**config.mk**
```make
export PLATFORM = sky130hd
export DESIGN_NAME = div_unit
export DESIGN_NICKNAME = d
export VERILOG_FILES = /design/src/rtl/div_pkg.sv /design/src/rtl/div_abs.sv /design/src/rtl/div_unit.sv
export SDC_FILE = /design/constraint.sdc
export NUM_CORES = 1
export LEC_CHECK = 0
export CORE_MARGIN = 1
export CORE_UTILIZATION = 27
export CTS_CLUSTER_SIZE = 14
export DETAILED_ROUTE_END_ITERATION = 7
export GPL_ROUTABILITY_DRIVEN = 0
export PLACE_DENSITY = 0.54
export SLEW_MARGIN = 40
export SYNTH_ARGS = -nofsm -noshare
export SYNTH_HDL_FRONTEND = slang
export SYNTH_SLANG_ARGS = --single-unit
```
**constraint.sdc**
```tcl
create_clock -name Clk -period 18.74 [get_ports Clk]
set_clock_uncertainty 0.15 [all_clocks]
set_input_delay 4.685 -clock Clk [delete_from_list [all_inputs] [get_ports Clk]]
set_output_delay 4.685 -clock Clk [all_outputs]
set_load 0.02 [all_outputs]
```
**src/rtl/div_pkg.sv**
```systemverilog
// Shared types and constants for the sequential divider.
//   div_state_t : divider control FSM encoding (IDLE, RUN, FIX, DONE)
//   DIV_WIDTH   : default operand/result width
package div_pkg;

    typedef enum logic [1:0] {IDLE, RUN, FIX, DONE} div_state_t;

    localparam int DIV_WIDTH = 32;

endpackage

```
**src/rtl/div_abs.sv**
```systemverilog
// Combinational magnitude extractor for one divider operand.
//   In     : operand as presented on the datapath
//   Signed : 1 = treat In as two's complement, 0 = unsigned
//   Mag    : |In| (unsigned); the most negative value maps to itself, which
//            is the correct unsigned magnitude
//   Neg    : 1 when In is negative under signed interpretation
module div_abs
    import div_pkg::*;
#(
    parameter int WIDTH = DIV_WIDTH
) (
    input  logic [WIDTH-1:0] In,
    input  logic             Signed,
    output logic [WIDTH-1:0] Mag,
    output logic             Neg
);

    assign Neg = Signed & In[WIDTH-1];
    assign Mag = Neg ? -In : In;

endmodule

```
**src/rtl/div_unit.sv**
```systemverilog
// Multicycle restoring divider (DIV/DIVU) driven by a Start/Done handshake.
//   Clk, Reset : clock (rising edge), asynchronous active-high reset
//   Start      : request, sampled only in IDLE
//   Signed     : 1 = DIV, 0 = DIVU, captured with Start
//   A, B       : dividend / divisor, captured with Start
//   Hi, Lo     : remainder / quotient, updated only when a division completes
//   Busy       : high while iterating (RUN) and sign fix-up (FIX)
//   Done       : one-cycle completion pulse
//   DivZero    : high alongside Done when the captured divisor was zero
module div_unit
    import div_pkg::*;
#(
    parameter int WIDTH = DIV_WIDTH
) (
    input  logic             Clk,
    input  logic             Reset,
    input  logic             Start,
    input  logic             Signed,
    input  logic [WIDTH-1:0] A,
    input  logic [WIDTH-1:0] B,
    output logic [WIDTH-1:0] Hi,
    output logic [WIDTH-1:0] Lo,
    output logic             Busy,
    output logic             Done,
    output logic             DivZero
);

    localparam int CW = $clog2(WIDTH);

    div_state_t state, state_nxt;

    logic [WIDTH-1:0] mag_a, mag_b;
    logic             neg_a_in, neg_b_in;

    logic [WIDTH-1:0] quo;       // dividend shifts out the top, quotient bits enter at bit 0
    logic [WIDTH-1:0] rem;       // partial remainder, always < divisor so WIDTH bits suffice
    logic [WIDTH-1:0] dvs;       // divisor magnitude
    logic             neg_a, neg_b;
    logic [CW-1:0]    cnt;
    logic             dz;

    // Shifted remainder needs one extra bit: with a divisor near 2^WIDTH the
    // shifted value can exceed WIDTH bits before the subtraction.
    logic [WIDTH:0]   rem_shift;
    logic             fits;
    logic [WIDTH-1:0] rem_sub;

    div_abs #(.WIDTH(WIDTH)) u_abs_a (.In(A), .Signed(Signed), .Mag(mag_a), .Neg(neg_a_in));
    div_abs #(.WIDTH(WIDTH)) u_abs_b (.In(B), .Signed(Signed), .Mag(mag_b), .Neg(neg_b_in));

    assign rem_shift = {rem, quo[WIDTH-1]};
    assign fits      = rem_shift >= {1'b0, dvs};
    // Result of the subtraction is below the divisor, so the low WIDTH bits are exact.
    assign rem_sub   = rem_shift[WIDTH-1:0] - dvs;

    always_ff @(posedge Clk or posedge Reset) begin
        if (Reset) state <= IDLE;
        else       state <= state_nxt;
    end

    always_comb begin
        state_nxt = state;
        Busy      = 1'b0;
        Done      = 1'b0;
        case (state)
            IDLE: begin
                if (Start) state_nxt = (B == '0) ? DONE : RUN;
            end
            RUN: begin
                Busy = 1'b1;
                if (cnt == '0) state_nxt = FIX;
            end
            FIX: begin
                Busy      = 1'b1;
                state_nxt = DONE;
            end
            DONE: begin
                Done      = 1'b1;
                state_nxt = IDLE;
            end
            default: state_nxt = IDLE;
        endcase
    end

    assign DivZero = dz;

    always_ff @(posedge Clk or posedge Reset) begin
        if (Reset) begin
            quo   <= '0;
            rem   <= '0;
            dvs   <= '0;
            neg_a <= 1'b0;
            neg_b <= 1'b0;
            cnt   <= '0;
            dz    <= 1'b0;
            Hi    <= '0;
            Lo    <= '0;
        end else begin
            case (state)
                IDLE: begin
                    if (Start) begin
                        if (B == '0) begin
                            dz <= 1'b1;
                        end else begin
                            quo   <= mag_a;
                            dvs   <= mag_b;
                            neg_a <= neg_a_in;
                            neg_b <= neg_b_in;
                            rem   <= '0;
                            cnt   <= CW'(WIDTH - 1);
                        end
                    end
                end
                RUN: begin
                    quo <= {quo[WIDTH-2:0], fits};
                    rem <= fits ? rem_sub : rem_shift[WIDTH-1:0];
                    if (cnt != '0) cnt <= cnt - CW'(1);
                end
                FIX: begin
                    // Quotient truncates toward zero; remainder follows the dividend's sign.
                    Lo <= (neg_a ^ neg_b) ? -quo : quo;
                    Hi <= neg_a ? -rem : rem;
                end
                DONE: begin
                    dz <= 1'b0;
                end
                default: ;
            endcase
        end
    end

endmodule

```
==> results of run 1 <==
[layout make-up]
cell class	instances	area, µm²
clock buffer	22	474
clock inverter	10	165
fill	4265	27200
inverter	61	234
multi-input combinational	1029	6420
sequential	170	4250
tap	532	666
timing repair buffer	144	1440
[flip-flops by register name, indices dropped and copies added, names as in the netlist]
register,flops
Hi,32
Lo,32
dvs,32
quo,32
rem,32
cnt,5
state,2
DivZero,1
neg_a,1
neg_b,1
[cells in the mapped netlist, types with 9 or more instances]
master and n:
mux2_2 12, o21ai_0 117, and3_1 9, o31ai_1 15
a21o_1 21, nand3_1 13, xor2_1 85, dfrtp_1 170
a21oi_1 161, or4_1 9, nor2_1 149, xnor2_1 65
clkbuf_1 46, nand2_1 140, nand2b_1 11, a31oi_1 9
nor3_1 29, and2_1 11, mux2i_1 25, ha_1 42
inv_1 61
[power by group through the flow]
stage / Clock, mW / Combinational [mW] / Sequential (mW)
final: 0.387 / 1.18 / 0.662
after global routing: 0.413 / 1.32 / 0.687
after CTS: 0.400 / 1.19 / 0.664
after detailed placement: 0 / 1.19 / 0.670
after global placement: 0 / 1.17 / 0.665
after floorplan: 0 / 0.757 / 0.709
[layer usage]
layer | part of all wire, % | routed length, µm | track usage, %
met4 | 1.4 | 403 | 4.13
met2 | 45 | 13400 | 23.1
met3 | 4.1 | 1240 | 2.44
met1 | 50 | 14800 | 20.0
met5 | 0 | 0 | 0
[metrics by stage]
| stage | std cells | cell area, µm² |
|---|---|---|
| CTS | 1968 | 13600 |
| floorplan | 1325 | 11200 |
| finish | 1968 | 13700 |
| detailed placement | 1936 | 13000 |
| global placement | 1935 | 13000 |
| global route | 1968 | 13700 |
[logic make-up after synthesis]
| logic type | synth area share (%) |
|---|---|
| muxes | 3.45 |
| AOI/OAI and AO/OA | 20.1 |
| DFF | 38.1 |
| buffers and inverters | 4.86 |
| adders and majority gates | 4.88 |
| and+or+nand+nor | 16.9 |
| xor gates and xnor gates | 11.8 |
[final timing paths]
check,cells after the start,start,slack (ns),endpoint
worst max-delay path,9,B[24],10.84,rem[31]$_DFFE_PP0P_
worst min-delay path,2,dvs[22]$_DFFE_PP0P_,0.33,dvs[22]$_DFFE_PP0P_
worst max register to register,12,rem[2]$_DFFE_PP0P_,14.91,rem[31]$_DFFE_PP0P_
worst min register to register,2,dvs[22]$_DFFE_PP0P_,0.33,dvs[22]$_DFFE_PP0P_
max in group asynchronous,4,Reset,12.79,dvs[29]$_DFFE_PP0P_
min in group asynchronous,2,Reset,4.57,Lo[24]$_DFFE_PP0P_
[critical path, stage by stage]
cell	delay, ns
clkdlybuf4s50_1	0.49
or4_1	0.60
or3_1	0.37
nor3_2	0.21
a41oi_2	0.29
nand2b_4	0.25
nand2_1	0.50
nor2_1	0.26
a221o_1	0.40
==> results.txt, run 1 <==
----------------------------------------------------
[Global routing]
  First-pass GRT wire length ... 48.0 mm
  Largest net degree at the start of global routing ... 94
  Overflow after GRT ... 0
  GRT Overall Usage ... 14.5%
  Antenna violations before repair ... 0
  Via count of the first global-routing pass ... 8,903

[Placement]
  Pre-CTS setup slack ... 10.38 ns
  Hpwl dp ... 22.7 mm
  Count of buffers inserted at the top-level ports ... 134

[Synth]
  Post-synthesis area per instance ... 8.44 µm²
  Syn_nets ... 1,436
  Ys Warns ... 0
  Top_reg_cell synth ... dfrtp_1
  Share of flip-flops with an asynchronous set or reset after synthesis ... 100%
  Post-synthesis cell count ... 1,325
  Synth area leaders ... dfrtp_1, a21oi_1, xor2_1
  Netlist Area Pre-Place ... 11,200 µm²
  Sequential fraction of the synthesis area ... 38.1%
  Portion of synthesized cell area occupied by the leading cell type ... 38.1%
  Largest area contributor in the netlist ... dfrtp_1
  Synth Register Bits ... 170
  Post-synthesis cell type count ... 69
  Number of synthesized flops with an enable pin ... 0

[Worst setup path]
  Max Fanout on Critical Path ... 23
  Type of origin of the critical path ... input port
  Type of the setup path with the least slack ... in2reg
  Crit end category ... register
  Required time at the endpoint of the critical path ... 18.91 ns
  Data arrival, critical path ... 8.07 ns

[Clock network]
  Longest Clk Path Bufs ... 2
  Clk slew on worst S/H paths ... 0.07 ns
  CTS HTree Levels ... 4
  Hold_buf cts ... 0
  CTS buffer count ... 17
  Post-CTS setup-driven buffer insertion count ... 0
  Clock tree root buffer cell ... clkbuf_16
  TritonCTS clock tree ... done
  Gates resized, CTS repair ... 0
  Clock insertion delay at the later pin of the skew report ... 0.44 ns
  Num Clock Sinks ... 170

[Cells and area]
  P&R area growth vs syn ... 22.1%
  N_diodes ... 0
  Most common cell after layout, fill and taps aside ... dfrtp_1
  Commonest cells after routing, fill and taps aside ... dfrtp_1, a21oi_1, nor2_1, nand2_1, clkdlybuf4s50_1
  Final net count ... 1,534
  Fraction of layout instances using a drive strength above 1 ... 5.08%
  Final cell utilization of the core ... 33.4%

[Routing]
  Number of antenna-violating nets in the routed design ... 0
  First drt pass iteration count ... 5
  Remaining DRCs ... 0
  Via density per instance ... 4.74
  Starting DRC count in detailed routing ... 445
  Total vias in the final route ... 9,322
  Wirelength, routed ... 29.8 mm
  Routed length per placed instance ... 15.2 µm

[Power]
  Leak ... 5.87 nW
  VDD IR-drop max ... 79.4 µV
  Combinational fraction of design power ... 52.9%
  Power, Total ... 2.23 mW
  Seq pwr share ... 29.7%
  Part of the total power dissipated in the clock network ... 17.4%
  Net Sw Power ... 979 µW
  Proportion of total power due to net switching ... 44.0%
  Int Power ... 1.25 mW
  Power per standard cell area ... 163 nW/µm²

[Timing]
  Maximum operating frequency ... 0.127 GHz
  Post-layout min period ... 7.90 ns
  Worst Hold Slack ... 0.330 ns
  Crit share post-route ... 42.2%
  Aggregate negative setup slack ... 0 ns
  Worst slew margin ... 45.6%
  Final count of pins violating max slew ... 0
  Final critical-path setup slack ... 10.84 ns
  Worst slew pin tran ... 0.809 ns
  Final count of hold timing violations ... 0
  Setup-violating endpoint count in the final report ... 0
  RSZ-0062 raised after global routing ... false

[Floorplan]
  Number of rows created at floorplan ... 74
  Horizontal die dimension ... 205 µm
  Number of ports placed on the die boundary ... 135
  Initial Util ... 27.4%
  Total Die Area ... 42,200 µm²
  Area of the core ... 40,800 µm²
  Vert. Die Dim ... 205 µm

[Hold path]
  Hold Crit Class ... reg2reg

[Job]
  Max-cap violations ... 0

[Status]
  Outcome ... finished, final reports clean

----------------------------------------------------
No activity file was read; power rests on OpenSTA's default activity.
==> run 2: changes to the inputs <==
clock period = 7.65 ns   (was 18.74 ns; I/O delays follow)
==> run 2 against run 1 <==
Against the previous run: routed wire length is 2.4% higher; final cell count stayed put; design area is 0.28% lower; hold slack better by 0.0011 ns; critical path type unchanged; combinational power is 150% higher; sequential cell count stayed put; die area stayed put; global-route usage is 0.45 points higher; total power is 140% higher; sequential share of layout area is 0.089 points higher; register-to-register slack worse by 11 ns.
==> results.txt, run 2 (same netlist as run 1, synthesis figures left out) <==
----------------------------------------------------
[Status]
  Outcome ... finished, final reports clean

[Worst setup path]
  Internal reg-to-reg setup slack ... 3.76 ns (-11.15 ns)
  Crit Reg-Reg Endpoint ... rem[26]$_DFFE_PP0P_
  Max Fanout on Critical Path ... 23 (unchanged)
  Type of origin of the critical path ... input port
  Worst path max stage delay ... 0.60 ns (about the same)
  Cell chain of the critical path ... clkdlybuf4s50_1 > or4_1 > or3_1 > nor3_2 > a41oi_2 > nand2b_4 > nand2_1 > nor2_1 > a221o_1
  Cell depth of the worst flop-to-flop path ... 12 (unchanged)
  Required time at the endpoint of the critical path ... 7.82 ns (-11.09 ns)
  Type of the setup path with the least slack ... in2reg
  Crit end category ... register
  End point of the critical path ... rem[26]$_DFFE_PP0P_
  Cell type of the slowest stage on the worst timing path ... or4_1
  Beginning of the worst register-to-register path ... rem[1]$_DFFE_PP0P_
  Worst setup path startpoint ... B[24]
  Data arrival, critical path ... 5.34 ns (-2.73 ns)

[Clock network]
  Longest Clk Path Bufs ... 2 (unchanged)
  Hold_buf cts ... 0 (unchanged)
  Clock tree root buffer cell ... clkbuf_16
  Clock insertion delay at the later pin of the skew report ... 0.44 ns (about the same)
  CTS HTree Levels ... 4 (unchanged)
  Num Clock Sinks ... 170 (unchanged)
  CTS buffer count ... 17 (unchanged)
  Post-CTS setup-driven buffer insertion count ... 0 (unchanged)
  Gates resized, CTS repair ... 0 (unchanged)
  TritonCTS clock tree ... done
  Clk slew on worst S/H paths ... 0.06 ns (about the same)

[Power]
  Power, Total ... 5.45 mW (+140%)
  Power per standard cell area ... 401 nW/µm² (+150%)
  VDD IR-drop max ... 152 µV (+92%)
  Leak ... 5.87 nW (about the same)

[Global routing]
  First-pass GRT wire length ... 49.3 mm (+2.8%)
  Overflow after GRT ... 0 (unchanged)
  Largest net degree at the start of global routing ... 84 (-11%)
  Antenna violations before repair ... 0 (unchanged)
  GRT Overall Usage ... 14.9% (+0.45 points)
  Via count of the first global-routing pass ... 9,227 (+3.6%)

[Routing]
  Total vias in the final route ... 9,479 (+1.7%)
  Starting DRC count in detailed routing ... 484 (+8.8%)
  Remaining DRCs ... 0 (unchanged)
  Wirelength, routed ... 30.5 mm (+2.4%)
  First drt pass iteration count ... 5 (unchanged)
  Via density per instance ... 4.82 (+1.7%)
  Number of antenna-violating nets in the routed design ... 0 (unchanged)
  Routed length per placed instance ... 15.5 µm (+2.4%)

[Timing]
  RSZ-0062 raised after global routing ... false
  Crit share post-route ... 67.5%
  Setup-violating endpoint count in the final report ... 0 (unchanged)
  Maximum operating frequency ... 0.194 GHz
  Aggregate negative setup slack ... 0 ns (unchanged)
  Post-layout min period ... 5.17 ns
  Final count of hold timing violations ... 0 (unchanged)
  Worst slew pin tran ... 0.759 ns (-0.0503 ns)
  Final count of pins violating max slew ... 0 (unchanged)
  Worst slew margin ... 48.9% (+3.4 points)

[Cells and area]
  P&R area growth vs syn ... 21.8%
  Commonest cells after routing, fill and taps aside ... dfrtp_1, a21oi_1, nor2_1, nand2_1, clkdlybuf4s50_1
  N_diodes ... 0 (unchanged)
  Post-route cell area ... 13,600 µm² (-0.28%)
  Most common cell after layout, fill and taps aside ... dfrtp_1
  Fraction of layout instances using a drive strength above 1 ... 5.15% (+0.070 points)
  Number of standard cells in the final layout excluding fillers ... 1,968 (unchanged)
  Final net count ... 1,536 (+0.13%)

[Floorplan]
  Vert. Die Dim ... 205 µm (unchanged)
  Initial Util ... 27.4% (unchanged)
  Total Die Area ... 42,200 µm² (unchanged)
  Horizontal die dimension ... 205 µm (unchanged)
  Number of rows created at floorplan ... 74 (unchanged)
  Number of ports placed on the die boundary ... 135 (unchanged)
  Area of the core ... 40,800 µm² (unchanged)

[Placement]
  Count of buffers inserted at the top-level ports ... 134 (unchanged)
  Hpwl dp ... 23.2 mm (+2.2%)
  Total placed instance area ... 13,000 µm² (about the same)
  Number of placed cells counting well taps ... 1,938 (+0.10%)

[Job]
  Max-cap violations ... 0 (unchanged)

[Hold path]
  Hold Crit Class ... reg2reg

----------------------------------------------------
-- run 2: cell types whose count changed in the layout (fill, tap and decap cells not counted), sizes merged --
cell      change
clkinv        +2
bufinv        -1
buf           +2
clkinvlp      -3
-- run 2: power by group --
part           switching, mW  total, mW  internal (mW)
Combinational           1.72       2.94           1.22
Sequential             0.339       1.62           1.28
Clock                  0.359      0.894          0.534
Total                   2.42       5.45           3.04
-- run 2: layout make-up --
| class | instances | area (µm²) |
|---|---|---|
| multi-input combinational | 1029 | 6420 |
| tap | 532 | 666 |
| clock inverter | 8 | 119 |
| timing repair buffer | 146 | 1440 |
| fill | 4298 | 27200 |
| clock buffer | 22 | 474 |
| sequential | 170 | 4250 |
| inverter | 61 | 236 |
-- run 2: layer usage --
metal / global-route usage, % / up-vias / share of wire (%)
li1: - / 4796 / -
met1: 20.5 / 4470 / 50
met2: 23.8 / 185 / 45
met3: 2.03 / 28 / 3.6
met4: 5.16 / 0 / 1.8
met5: 0 / - / 0
-- run 2: worst min path at each step --
stage	from	to	slack (ns)	depth (start not counted)
2_1_floorplan	dvs[11]$_DFFE_PP0P_	dvs[11]$_DFFE_PP0P_	0.30	2
3_3_place_gp	dvs[28]$_DFFE_PP0P_	dvs[28]$_DFFE_PP0P_	0.31	2
3_5_place_dp	dvs[26]$_DFFE_PP0P_	dvs[26]$_DFFE_PP0P_	0.32	2
4_1_cts	dvs[26]$_DFFE_PP0P_	dvs[26]$_DFFE_PP0P_	0.34	2
5_1_grt	dvs[26]$_DFFE_PP0P_	dvs[26]$_DFFE_PP0P_	0.36	2
6_report	dvs[13]$_DFFE_PP0P_	dvs[13]$_DFFE_PP0P_	0.33	2
-- run 2: per-stage QoR --
stage / utilization (%) / hold WS [ns] / setup slack, ns
after global routing: 33.3 / 0.357 / 2.21
after floorplan: - / 0.300 / 0.984
after global placement: 31.8 / 0.312 / 1.97
after CTS: 33.3 / 0.340 / 2.40
final: 33.3 / 0.331 / 2.48
after detailed placement: 31.9 / 0.325 / 1.91
-- run 2: critical path: cells and delay by family --
| family | cells | cell delay [ns] |
|---|---|---|
| AO/OA/AOI/OAI | 2 | 0.66 |
| buffers and inverters | 1 | 0.49 |
| AND/OR/NAND/NOR | 6 | 2.27 |
==> run 3: changes to the inputs <==
clock period = 5.1 ns   (was 7.65 ns; I/O delays follow)
==> run 3 against run 2 <==
Against the previous run: critical path type unchanged; sequential cell count did not move; largest cell class unchanged; design area is 0.46% higher; die area stayed put; non-clock buffer count is 4 higher; via count shrank 1.2%; register-to-register slack worse by 2.4 ns; sequential share of layout area is 0.14 points lower; critical endpoint is now quo[31]$_DFFE_PP0P_; global-route usage down 0.71 points; final cell count up 0.30%; clock power increased by 48%; critical path depth unchanged; clock-buffer cell count down 2; the run now ends with design-rule violations left.
==> results.txt, run 3 (same netlist as run 1, synthesis figures left out) <==
----------------------------------------------------
[Power]
  Combinational fraction of design power ... 54.0% (+0.2 points)
  Seq pwr share ... 29.8% (about the same)
  Leak ... 5.88 nW (+0.10%)
  Proportion of total power due to net switching ... 44.2% (-0.11 points)
  Int Power ... 4.53 mW (+49%)
  VDD IR-drop max ... 186 µV (+22%)
  Power per standard cell area ... 594 nW/µm² (+48%)
  Net Sw Power ... 3.60 mW (+49%)
  Part of the total power dissipated in the clock network ... 16.3% (about the same)

[Worst setup path]
  Type of origin of the critical path ... input port
  Required time at the endpoint of the critical path ... 5.31 ns (-2.51 ns)
  Max Fanout on Critical Path ... 44 (+91%)
  Worst path max stage delay ... 0.61 ns (about the same)
  Internal reg-to-reg setup slack ... 1.32 ns (-2.44 ns)
  Type of the setup path with the least slack ... in2reg
  Crit Reg-Reg Endpoint ... rem[28]$_DFFE_PP0P_
  Crit end category ... register
  Cell chain of the critical path ... clkdlybuf4s50_1 > or4_4 > or4_4 > nor3_2 > a41oi_2 > mux2i_4 > buf_12 > a211oi_1 > a21oi_1
  Cell depth of the worst flop-to-flop path ... 14 (+2)
  Beginning of the worst register-to-register path ... quo[31]$_DFFE_PP0P_
  Cell type of the slowest stage on the worst timing path ... mux2i_4
  Data arrival, critical path ... 4.37 ns (-0.97 ns)
  Cell repeated most along the worst path ... or4_4

[Clock network]
  Clk slew on worst S/H paths ... 0.07 ns (about the same)
  Post-CTS setup-driven buffer insertion count ... 0 (unchanged)
  Longest Clk Path Bufs ... 2 (unchanged)
  Hold_buf cts ... 0 (unchanged)
  CTS HTree Levels ... 4 (unchanged)
  Clock insertion delay at the later pin of the skew report ... 0.43 ns (about the same)
  Clock tree root buffer cell ... clkbuf_16
  CTS buffer count ... 17 (unchanged)
  TritonCTS clock tree ... done
  Num Clock Sinks ... 170 (unchanged)
  Gates resized, CTS repair ... 0 (unchanged)

[Hold path]
  Worst Hold Depth ... 2 (unchanged)
  Hold Crit Class ... reg2reg
  End of the worst hold path ... dvs[21]$_DFFE_PP0P_
  Launch instance of the worst min-delay path ... dvs[21]$_DFFE_PP0P_

[Routing]
  First drt pass iteration count ... 7 (+2)
  Wirelength, routed ... 29.5 mm (-3.4%)
  Starting DRC count in detailed routing ... 451 (-6.8%)
  Routed length per placed instance ... 14.9 µm (-3.7%)
  Via density per instance ... 4.74 (-1.5%)
  Remaining DRCs ... 1 (+1)
  Total vias in the final route ... 9,363 (-1.2%)
  Number of antenna-violating nets in the routed design ... 0 (unchanged)

[Placement]
  Number of placed cells counting well taps ... 1,941 (+0.15%)
  Count of buffers inserted at the top-level ports ... 134 (unchanged)
  Hpwl dp ... 22.8 mm (-1.8%)

[Global routing]
  First-pass GRT wire length ... 47.1 mm (-4.5%)
  Antenna violations before repair ... 0 (unchanged)
  GRT Overall Usage ... 14.2% (-0.71 points)
  Via count of the first global-routing pass ... 8,826 (-4.3%)
  Overflow after GRT ... 0 (unchanged)
  Largest net degree at the start of global routing ... 120 (+43%)

[Status]
  Outcome ... finished, violations left
  Failing checks ... design-rule violations

[Cells and area]
  Fraction of layout instances using a drive strength above 1 ... 5.62% (+0.46 points)
  Commonest cells after routing, fill and taps aside ... dfrtp_1, a21oi_1, nor2_1, nand2_1, clkdlybuf4s50_1
  Most common cell after layout, fill and taps aside ... dfrtp_1
  P&R area growth vs syn ... 22.3%
  N_diodes ... 0 (unchanged)
  Number of standard cells in the final layout excluding fillers ... 1,974 (+0.30%)
  Final net count ... 1,540 (+0.26%)

[Timing]
  Final count of pins violating max slew ... 0 (unchanged)
  Crit share post-route ... 81.5%
  Setup-violating endpoint count in the final report ... 0 (unchanged)
  Final count of hold timing violations ... 0 (unchanged)
  Aggregate negative setup slack ... 0 ns (unchanged)
  Maximum operating frequency ... 0.241 GHz
  Post-layout min period ... 4.16 ns
  RSZ-0062 raised after global routing ... false
  Worst slew pin tran ... 0.804 ns (+0.0455 ns)
  Worst slew margin ... 45.9% (-3.1 points)

[Floorplan]
  Initial Util ... 27.4% (unchanged)
  Vert. Die Dim ... 205 µm (unchanged)
  Horizontal die dimension ... 205 µm (unchanged)
  Number of rows created at floorplan ... 74 (unchanged)
  Total Die Area ... 42,200 µm² (unchanged)
  Number of ports placed on the die boundary ... 135 (unchanged)
  Area of the core ... 40,800 µm² (unchanged)

[Job]
  Max-cap violations ... 0 (unchanged)

----------------------------------------------------
run 3: worst max-delay path by stage:
stage,start,end,cells past startpoint
3_3_place_gp,B[14],rem[0]$_DFFE_PP0P_,9
2_1_floorplan,B[14],quo[24]$_DFFE_PP0P_,8
6_report,B[14],quo[31]$_DFFE_PP0P_,9
4_1_cts,B[14],rem[1]$_DFFE_PP0P_,9
3_5_place_dp,B[14],rem[1]$_DFFE_PP0P_,9
5_1_grt,B[14],rem[5]$_DFFE_PP0P_,9
run 3: area by class of cell:
cell class	count	area (µm²)
multi-input cells	1029	6410
clock inverters	12	139
clock buffers	20	457
inverters	61	233
well taps	532	666
repair buffers	150	1510
flip-flops and latches	170	4250
fillers	4269	27200
run 3: per-layer routing:
metal	track usage (%)	vias up	part of all wire, %
met1	19.6	4378	50
met5	0	-	0
met2	23.1	157	46
met4	3.65	0	1.0
met3	2.11	22	3.5
li1	-	4806	-
run 3: worst max-delay path: cells and delay by family:
kind / cells / cell delay, ns
simple gates: 3 / 1.22
mux: 1 / 0.61
buf+inv: 2 / 0.73
compound gates: 3 / 0.49
run 3: per-stage QoR:
| stage | setup WS (ns) | hold WS (ns) | util, % | area [µm²] | total power [mW] |
|---|---|---|---|---|---|
| detailed placement | 0.467 | 0.322 | 32.0 | 13100 | 6.86 |
| finish | 0.942 | 0.330 | 33.5 | 13700 | 8.13 |
| global route | 0.716 | 0.369 | 33.5 | 13700 | 8.82 |
| global placement | 0.508 | 0.315 | 32.0 | 13100 | 6.79 |
| floorplan | 1.36 | 0.300 | - | 11200 | 5.39 |
| CTS | 0.909 | 0.338 | 33.4 | 13700 | 8.23 |
run 3: power groups by stage:
| stage | sequential [mW] | combinational (mW) | clock (mW) |
|---|---|---|---|
| 2_1_floorplan | 2.61 | 2.78 | 0 |
| 3_3_place_gp | 2.43 | 4.36 | 0 |
| 3_5_place_dp | 2.45 | 4.41 | 0 |
| 4_1_cts | 2.43 | 4.43 | 1.37 |
| 5_1_grt | 2.51 | 4.89 | 1.42 |
| 6_report | 2.42 | 4.39 | 1.32 |
